`src/rtl/nespc_ppu_capture.sv`:
```
// nespc_ppu_capture: records completed PPU register accesses seen on the CPU
// bus as {RW, REG, DATA} events and queues them in a small first-word
// fall-through FIFO for the host-side PPU shadow logic. M2 is asynchronous to
// SYSCLK; it is synchronized, and the bus is delayed by the same number of
// flops, so the event is taken from the last sample seen with M2 high.
module nespc_ppu_capture #(
    parameter int DEPTH         = 8,
    parameter bit CAPTURE_READS = 1'b1,
    parameter int SYNC_STAGES   = 2
) (
    input  logic                    SYSCLK,
    input  logic                    nRESET,
    input  logic                    M2,
    input  logic [2:0]              CPU_A,
    input  logic [7:0]              CPU_D,
    input  logic                    CPU_RW,
    input  logic                    PPU_nCE,
    output logic                    EV_VALID,
    input  logic                    EV_READY,
    output logic                    EV_RW,
    output logic [2:0]              EV_REG,
    output logic [7:0]              EV_DATA,
    output logic [$clog2(DEPTH):0]  LEVEL,
    output logic                    OVERFLOW,
    input  logic                    OVF_CLR
);
    localparam int AW         = $clog2(DEPTH);
    localparam int BUS_STAGES = SYNC_STAGES + 1;
    localparam logic [AW:0] LEVEL_ONE  = (AW + 1)'(1);
    localparam logic [AW:0] LEVEL_FULL = (AW + 1)'(DEPTH);

    typedef struct packed {
        logic       nce;
        logic       rw;
        logic [2:0] a;
        logic [7:0] d;
    } bus_t;

    typedef struct packed {
        logic       rw;
        logic [2:0] reg_idx;
        logic [7:0] data;
    } event_t;

    logic [SYNC_STAGES-1:0] m2_sync;
    logic                   m2_s;
    logic                   m2_d;
    bus_t                   bus_pipe [BUS_STAGES];
    bus_t                   bus_d;

    event_t                 mem [DEPTH];
    event_t                 head;
    event_t                 head_next;
    event_t                 push_ev;
    logic [AW-1:0]          wr_ptr;
    logic [AW-1:0]          rd_ptr;
    logic [AW-1:0]          rd_ptr_inc;

    logic                   strobe;
    logic                   push_req;
    logic                   do_push;
    logic                   do_pop;
    logic                   drop;
    logic                   full;

    assign m2_s  = m2_sync[SYNC_STAGES-1];
    assign bus_d = bus_pipe[BUS_STAGES-1];

    // M2 synchronizer plus one extra flop for falling-edge detection; the bus
    // pipeline has the same depth so bus_d lines up with m2_d.
    // NOTE: every clocked block uses non-blocking (<=) assignments so that all
    // flops sample the pre-edge values; blocking here would collapse the chain.
    always_ff @(posedge SYSCLK or negedge nRESET) begin
        if (!nRESET) begin
            m2_sync <= '0;
            m2_d    <= 1'b0;
            for (int i = 0; i < BUS_STAGES; i++) bus_pipe[i] <= '0;
        end else begin
            m2_sync     <= {m2_sync[SYNC_STAGES-2:0], M2};
            m2_d        <= m2_s;
            bus_pipe[0] <= {PPU_nCE, CPU_RW, CPU_A, CPU_D};
            for (int i = 1; i < BUS_STAGES; i++) bus_pipe[i] <= bus_pipe[i-1];
        end
    end

    // Falling M2 ends a bus cycle; qualify it against chip enable and direction.
    assign strobe   = !m2_s && m2_d;
    assign push_req = strobe && !bus_d.nce && (CAPTURE_READS || !bus_d.rw);
    assign push_ev  = '{rw: bus_d.rw, reg_idx: bus_d.a, data: bus_d.d};

    assign full       = (LEVEL == LEVEL_FULL);
    assign EV_VALID   = (LEVEL != '0);
    assign do_pop     = EV_VALID && EV_READY;
    assign do_push    = push_req && (!full || do_pop);
    assign drop       = push_req && full && !do_pop;
    assign rd_ptr_inc = rd_ptr + 1'b1;

    // Event storage, written at the tail on every accepted push.
    // NOTE: the storage array has no reset; validity is tracked by LEVEL, and
    // leaving it out of reset lets it map onto plain RAM/register-file cells.
    always_ff @(posedge SYSCLK) begin
        if (do_push) mem[wr_ptr] <= push_ev;
    end

    // Next head value: the following entry after a pop, or the incoming event
    // when it becomes the only entry; otherwise the last head is held.
    // NOTE: head_next is given a default before any branch so no path leaves
    // it unassigned, which would otherwise infer a latch.
    always_comb begin
        head_next = head;
        if (do_pop) begin
            if (LEVEL == LEVEL_ONE && do_push) head_next = push_ev;
            else if (LEVEL > LEVEL_ONE)        head_next = mem[rd_ptr_inc];
        end else if (!EV_VALID && do_push) begin
            head_next = push_ev;
        end
    end

    // Pointers, occupancy and registered head.
    always_ff @(posedge SYSCLK or negedge nRESET) begin
        if (!nRESET) begin
            wr_ptr <= '0;
            rd_ptr <= '0;
            LEVEL  <= '0;
            head   <= '0;
        end else begin
            head <= head_next;
            if (do_push) wr_ptr <= wr_ptr + 1'b1;
            if (do_pop)  rd_ptr <= rd_ptr_inc;
            case ({do_push, do_pop})
                2'b10:   LEVEL <= LEVEL + 1'b1;
                2'b01:   LEVEL <= LEVEL - 1'b1;
                default: LEVEL <= LEVEL;
            endcase
        end
    end

    // Sticky overflow flag; a drop in the same cycle as a clear keeps it set.
    always_ff @(posedge SYSCLK or negedge nRESET) begin
        if (!nRESET)      OVERFLOW <= 1'b0;
        else if (drop)    OVERFLOW <= 1'b1;
        else if (OVF_CLR) OVERFLOW <= 1'b0;
    end

    assign EV_RW   = head.rw;
    assign EV_REG  = head.reg_idx;
    assign EV_DATA = head.data;

endmodule

```
`config.mk`:
```
export PLATFORM = sky130hd
export DESIGN_NAME = nespc_ppu_capture
export DESIGN_NICKNAME = d
export VERILOG_FILES = /design/src/rtl/nespc_ppu_capture.sv
export SDC_FILE = /design/constraint.sdc
export NUM_CORES = 1
export LEC_CHECK = 0
export ABC_AREA = 1
export ABC_CLOCK_PERIOD_IN_PS = 2130
export BUFFER_PORTS_ARGS = -buffer_cell sky130_fd_sc_hd__buf_2
export CORE_ASPECT_RATIO = 0.6
export CORE_MARGIN = 4
export CORE_UTILIZATION = 35
export CTS_BUF_LIST = sky130_fd_sc_hd__clkbuf_8
export CTS_CLUSTER_DIAMETER = 200
export DETAILED_ROUTE_END_ITERATION = 6
export PLACE_DENSITY = 0.6
export SLEW_MARGIN = 10
export SYNTH_ARGS = -nofsm -noshare
export SYNTH_HDL_FRONTEND = slang
export SYNTH_SLANG_ARGS = --single-unit
```
`constraint.sdc`:
```
create_clock -name SYSCLK -period 2.13 [get_ports SYSCLK]
set_clock_uncertainty 0.05 [all_clocks]
set_input_delay 0.3195 -clock SYSCLK [delete_from_list [all_inputs] [get_ports SYSCLK]]
set_output_delay 0.3195 -clock SYSCLK [all_outputs]
set_load 0.05 [all_outputs]
```
==> results.md, run 1 <==
* Synth Net Count at 535
* Nets at ~600
* Setup Crit Path Kind: register to register
* Starting density of the core at 36.03%
* Register area share after synthesis at approximately 72%
* CTS H-tree depth at 4
* TritonCTS Buffers at 17
* Final Hold Fails at 0
* IO Pins at 36
* Mapped cell area at around 6200 um^2
* Max_slew headroom at 61.96%
* Number of global-route vias before repair at 3983
* All-Layer GR Usage at 15.61%
* CTS tree: yes
* Design Area, Final at 7412 um^2
* Crit-path cells: inv_1, ha_2, nand2_1, clkinv_1, nand2_2, nand2_4, or2_4, nor2_4, buf_12
* Post-synth EDFFs at 96
* CP Capture Type: register
* Worst-Margin Slew at 0.5706 ns
* Period utilization at 95.46%
* Final core area utilization at 42.92%
* Initial DRC Count at 610
* Startpoint Class: register
* Leakage at 0.002954 uW
* Post-synth ARST share at 40.37%
* Synth cell types at 32
* Drt via density at ~5.0
* Post-synth top cells: 124 x nand2_1, 96 x edfxtp_1, 65 x dfrtp_1
* Row count at 37
* Most area-consuming cells after synthesis: edfxtp_1 46%, dfrtp_1 26%, nand2_1 7.5%
* Remaining DRCs at 0
* Data required, critical path at 2.25 ns
* DP Wirelength at 10050 um
* Core ar. at 17270 um^2
* Dpl cells at 771
* Routed WL at about 15000 um
* First-pass GRT wire length at around 24000 um
* Largest net degree at the start of global routing at 54
* Antenna viol nets, final at 0
* Max Root-Sink Buffers at 2
* N_diodes at 0
* Final slew viol count at 0
* Max VDD drop at between 0.5 and 0.6 mV
* CTS sink count at 161
* Max Cap Violations at 0
* Setup violations, final at 0
* Total global routing overflow at 0
* Total via count in the routed design at between 4000 and 5000
* Share of the synthesized area in the top cell type at 46.34%
* Clk_lat worst skew at 0.45 ns
* Final GP Congestion at ~0.85
* Crit path time final at 2.033 ns
* Yosys warns at 0
* Worst-path fanout max at 12
* Slowest CP cell: dfrtp_2
* Largest area contributor in the netlist: edfxtp_1
* Power density cells at 1393 nW/um^2
* Layout cell share with drive strength beyond 1 at 19.90%
* Die Width at about 180 um
* Status: finished, final reports clean
* Worst Hold Class: input port to asynchronous set/reset pin
* Worst-path clk slew at 0.10 ns
* Die Y at 111.3 um
* Initial antenna violation count at 0
* CTS root buf: clkbuf_8
* Synthesis-stage register bit count at 161
* Mapped Cells at 512
* Fmax achieved at 491.8 MHz
* I/O Buffers at 35
* Pre-antenna DRT Iters at 5
* CP max stage delay at about 0.42 ns
* Ys flop type: edfxtp_1
* Syn Area/Cell at 12.15 um^2
* Top-count cell post-synth: nand2_1
* Arrival time worst endpoint at ~2.2 ns
* Final cell count without fillers at 827
* DP Area at 6723 um^2
* Die Area at 20040 um^2
* Layout area overhead at 19.15%
* Drt wl/cell at 18.30 um
[through the flow]
step / hold WS, ns / total power (uW) / setup TNS (ns) / setup slack (ns)
5_1_grt: 0.2060 / 10990 / -0.02447 / -0.007138
4_1_cts: 0.1933 / 10250 / 0 / 0.02817
2_1_floorplan: -0.02609 / 6890 / 0 / 0.006153
6_report: 0.2117 / 10320 / 0 / 0.09670
3_5_place_dp: 0.1785 / 8077 / 0 / 0.05306
3_3_place_gp: 0.1619 / 8026 / 0 / 0.1192
[logic make-up after synthesis]
kind of cell	Yosys count	synth area share (%)
AO/OA/AOI/OAI	59	4.928
flip-flops	161	72.49
XOR/XNOR	7	1.106
AND/OR/NAND/NOR	237	16.69
adder cells (fa/ha/maj)	5	1.006
buffers and inverters	43	3.781
[where the power goes]
part	total, uW	leakage (uW)	switching, uW	internal, uW
sequential	3870	0.00163	243	3630
clock	2140	0.000201	1270	870
combinational	4310	0.00113	3090	1220
total	10300	0.00295	4600	5720
[worst paths after layout]
kind | from | endpoint | slack [ns] | depth (start not counted)
min in group SYSCLK | EV_READY | rd_ptr[0]$_DFFE_PN0N_ | 0.21 | 3
worst min-delay path | nRESET | bus_pipe[29]$_DFF_PN0_ | 0.21 | 2
max in group asynchronous | nRESET | LEVEL[0]$_DFFE_PN0P_ | 1.20 | 3
worst max register to register | LEVEL[0]$_DFFE_PN0P_ | mem[0][2]$_DFFE_PP_ | 0.1 | 9
worst min register to register | m2_sync[0]$_DFF_PN0_ | m2_sync[1]$_DFF_PN0_ | 0.31 | 0
worst max-delay path | LEVEL[0]$_DFFE_PN0P_ | mem[0][2]$_DFFE_PP_ | 0.1 | 9
[worst max-delay path, delay by kind of cell (launching register included)]
kind                       cells  cell delay (ns)
and+or+nand+nor                5             0.73
DFF                            1             0.42
buffers and inverters          3             0.32
adders and majority gates      1             0.22
[state kept, by name (all words and copies together), names as in the netlist]
signal,cells
m2_sync,2
bus_d,13
EV_RW,1
EV_REG,3
OVERFLOW,1
m2_d,1
rd_ptr,3
EV_DATA,8
bus_pipe,26
wr_ptr,3
mem,96
LEVEL,4
[repair_timing]
item / in CTS / in global routing
setup buffers: 0 / 7
hold endpoints to repair: 27 / 0
hold buffers: 16 / 0
resized for setup: 0 / 3
endpoints found under the setup margin: 0 / 96
[layout make-up]
class                   count  area [um^2]
clock inverters            15        138.9
clock buffers              17        234.0
inverters                  23        98.84
fillers                  1578         9856
repair buffers             68        575.6
multi-input cells         309         1560
flip-flops and latches    161         4512
well taps                 234        292.8
[layer usage]
| metal | GRT usage [%] | up-vias | wire, um |
|---|---|---|---|
| li1 | - | 1870 | - |
| met1 | 26.41 | 1983 | 7389 |
| met2 | 18.60 | 249 | 5685 |
| met3 | 4.852 | 14 | 1935 |
| met4 | 3.776 | 0 | 122 |
| met5 | 0 | - | 0 |
[layout by cell type, fill, tap and decap left out, types with 6 or more instances in the layout]
cell type      count
nand3_1           51
clkbuf_8          17
nor2_4            10
o21ai_0           21
a21oi_1           30
dfrtp_1           63
edfxtp_1          96
nand2_4            6
buf_2             35
inv_1             16
nor2_1            42
buf_4              8
dlygate4sd3_1     16
nand2_1          123
buf_12             9
No activity file was read; power rests on OpenSTA's default activity.
==> run 2, diff against run 1 <==
--- a/config.mk
+++ b/config.mk
@@ -6,7 +6,7 @@
 export NUM_CORES = 1
 export LEC_CHECK = 0
 export ABC_AREA = 1
-export ABC_CLOCK_PERIOD_IN_PS = 2130
+export ABC_CLOCK_PERIOD_IN_PS = 2450
 export BUFFER_PORTS_ARGS = -buffer_cell sky130_fd_sc_hd__buf_2
 export CORE_ASPECT_RATIO = 0.6
 export CORE_MARGIN = 4
@@ -14,7 +14,7 @@
 export CTS_BUF_LIST = sky130_fd_sc_hd__clkbuf_8
 export CTS_CLUSTER_DIAMETER = 200
 export DETAILED_ROUTE_END_ITERATION = 6
-export PLACE_DENSITY = 0.6
+export PLACE_DENSITY = 0.58
 export SLEW_MARGIN = 10
 export SYNTH_ARGS = -nofsm -noshare
 export SYNTH_HDL_FRONTEND = slang
==> constraint.sdc (replaced) <==
create_clock -name SYSCLK -period 2.45 [get_ports SYSCLK]
set_clock_uncertainty 0.05 [all_clocks]
set_input_delay 0.3675 -clock SYSCLK [delete_from_list [all_inputs] [get_ports SYSCLK]]
set_output_delay 0.3675 -clock SYSCLK [all_outputs]
set_load 0.05 [all_outputs]
==> run 2 against run 1 <==
Against the previous run: via count is 3.3% lower; register-to-register slack better by 0.16 ns; global-route usage is 0.37 points lower.
==> results.md, run 2 (same netlist as run 1, synthesis figures left out) <==
* Status: finished, final reports clean
* Worst-path clk slew at 0.10 ns
* Combinational power share at 40.2%
* Worst Hold Class: input port to register
* Slowest CP cell: dfrtp_2
* CTS tree: yes
* Final slew viol count at 0
* Power density cells at approximately 1200 nW/um^2
* Die Width at 180.1 um
* Max VDD drop at 0.5006 mV
* Routed WL at 14770 um
* Largest net degree at the start of global routing at 66
* DP Wirelength at 10040 um
* Switching Share at 44.19%
* Clk_lat worst skew at 0.45 ns
* CTS root buf: clkbuf_8
* Part of the power in registers at 38.1%
* Final Hold Fails at 0
* Antenna viol nets, final at 0
* Final worst setup slack at 0.2613 ns
* I/O Buffers at 35
* Setup violations, final at 0
* Cell-internal power at 4914 uW
* Data required, critical path at 2.55 ns
* Max reg flops at 96
* Worst-path fanout max at 12
* Hold-fix buffers, CTS at 15
* Pre-antenna DRT Iters at 7
* CTS H-tree depth at 4
* Most frequent cells in the layout: 124 x nand2_1, 96 x edfxtp_1, 63 x dfrtp_1
* Leakage at 0.002912 uW
* Drt wl/cell at 17.97 um
* Levels on crit path at 9
* Post-CTS Resized at 0
* Die Area at between 20000 and 25000 um^2
* Initial DRC Count at 425
* Row count at 37
* Initial antenna violation count at 0
* Final setup TNS at 0 ns
* Period utilization at 89.34%
* Number of fillers in the final layout at 1611
* Setup Crit Path Kind: register to register
* Crit-path cells: inv_1, ha_1, nand2_1, clkinv_1, nand2_2, nand2_4, or2_2, nor2_2, buf_4
* First-pass GRT wire length at 23090 um
* N_diodes at 0
* Final cell count without fillers at 822
* Largest reg by FF count: mem
* Fmax achieved at 456.9 MHz
* Post-CTS Setup Bufs at 0
* Crit path time final at 2.189 ns
* Clock power frac at 21.7%
* Final GP Congestion at 0.8473
* CP top delay family: simple AND/OR/NAND/NOR gates
* Nets at 598
* CTS sink count at 161
* Die Y at 111.3 um
* Max Root-Sink Buffers at 2
* Total via count in the routed design at 3980
* RSZ-0062 raised after global routing: false
* Remaining DRCs at 0
* Number of global-route vias before repair at 3895
* TritonCTS Buffers at 17
* Sw Pwr at 3891 uW
* WHS Path Cells at 2
* Max Cap Violations at 0
* Arrival time worst endpoint at approximately 2.3 ns
* IO Pins at 36
* Most common cell after layout, fill and taps aside: nand2_1
* All-Layer GR Usage at between 15 and 20%
* Startpoint Class: register
* CP bufs+invs at 3
* Total global routing overflow at 0
* Hold Slack at 0.07043 ns
* Worst-Margin Slew at 0.6100 ns
* Layout cell share with drive strength beyond 1 at 18.37%
* Drt via density at 4.842
* Core ar. at 17270 um^2
* CP max stage delay at between 0.4 and 0.5 ns
* Max_slew headroom at between 50% and 60%
* Layout area overhead at 16.37%
* Starting density of the core at 36.03%
* Dpl cells at 775
* R2R cell count at 9
* Place WS at 0.2847 ns
* CP Capture Type: register
## run 2: routing by layer
metal | wire (um) | track usage, % | vias up
li1 | - | - | 1860
met1 | 7785 | 25.54 | 1945
met2 | 5439 | 18.52 | 168
met3 | 1483 | 5.049 | 7
met4 | 59 | 3.021 | 0
met5 | 0 | 0 | -
## run 2: final timing paths
path	from	endpoint	slack, ns
max in group asynchronous	nRESET	LEVEL[1]$_DFFE_PN0P_	1.64
min in group asynchronous	nRESET	bus_pipe[30]$_DFF_PN0_	0.38
setup reg to reg	LEVEL[0]$_DFFE_PN0P_	mem[4][6]$_DFFE_PP_	0.26
hold reg to reg	bus_pipe[16]$_DFF_PN0_	bus_d[3]$_DFF_PN0_	0.31
hold / removal	OVF_CLR	OVERFLOW$_DFFE_PN0P_	0.07
setup / recovery	LEVEL[0]$_DFFE_PN0P_	mem[4][6]$_DFFE_PP_	0.26
## run 2: layout make-up
cell class                      instances  area [um^2]  area share (%)
Tap cell                              234        292.8           4.044
Timing Repair Buffer                   64        455.4           6.291
Multi-Input combinational cell        308         1486           20.53
Clock inverter                         15        160.2           2.212
Sequential cell                       161         4512           62.32
Clock buffer                           17        234.0           3.232
Inverter                               23        98.84           1.365
## run 2: power groups by stage
stage	sequential, uW	clock [uW]	combinational, uW
2_1_floorplan	3820	0	2120
3_3_place_gp	3400	0	3470
3_5_place_dp	3420	0	3470
4_1_cts	3360	1940	3510
5_1_grt	3390	2070	3900
6_report	3360	1910	3540
## run 2: per-stage QoR
stage / area, um^2 / power (uW) / utilization, %
6_report: 7239 / 8805 / 41.92
5_1_grt: 7239 / 9369 / 41.92
4_1_cts: 7239 / 8805 / 41.92
3_5_place_dp: 6695 / 6892 / 38.77
3_3_place_gp: 6695 / 6866 / 38.77
2_1_floorplan: 6233 / 5948 / -
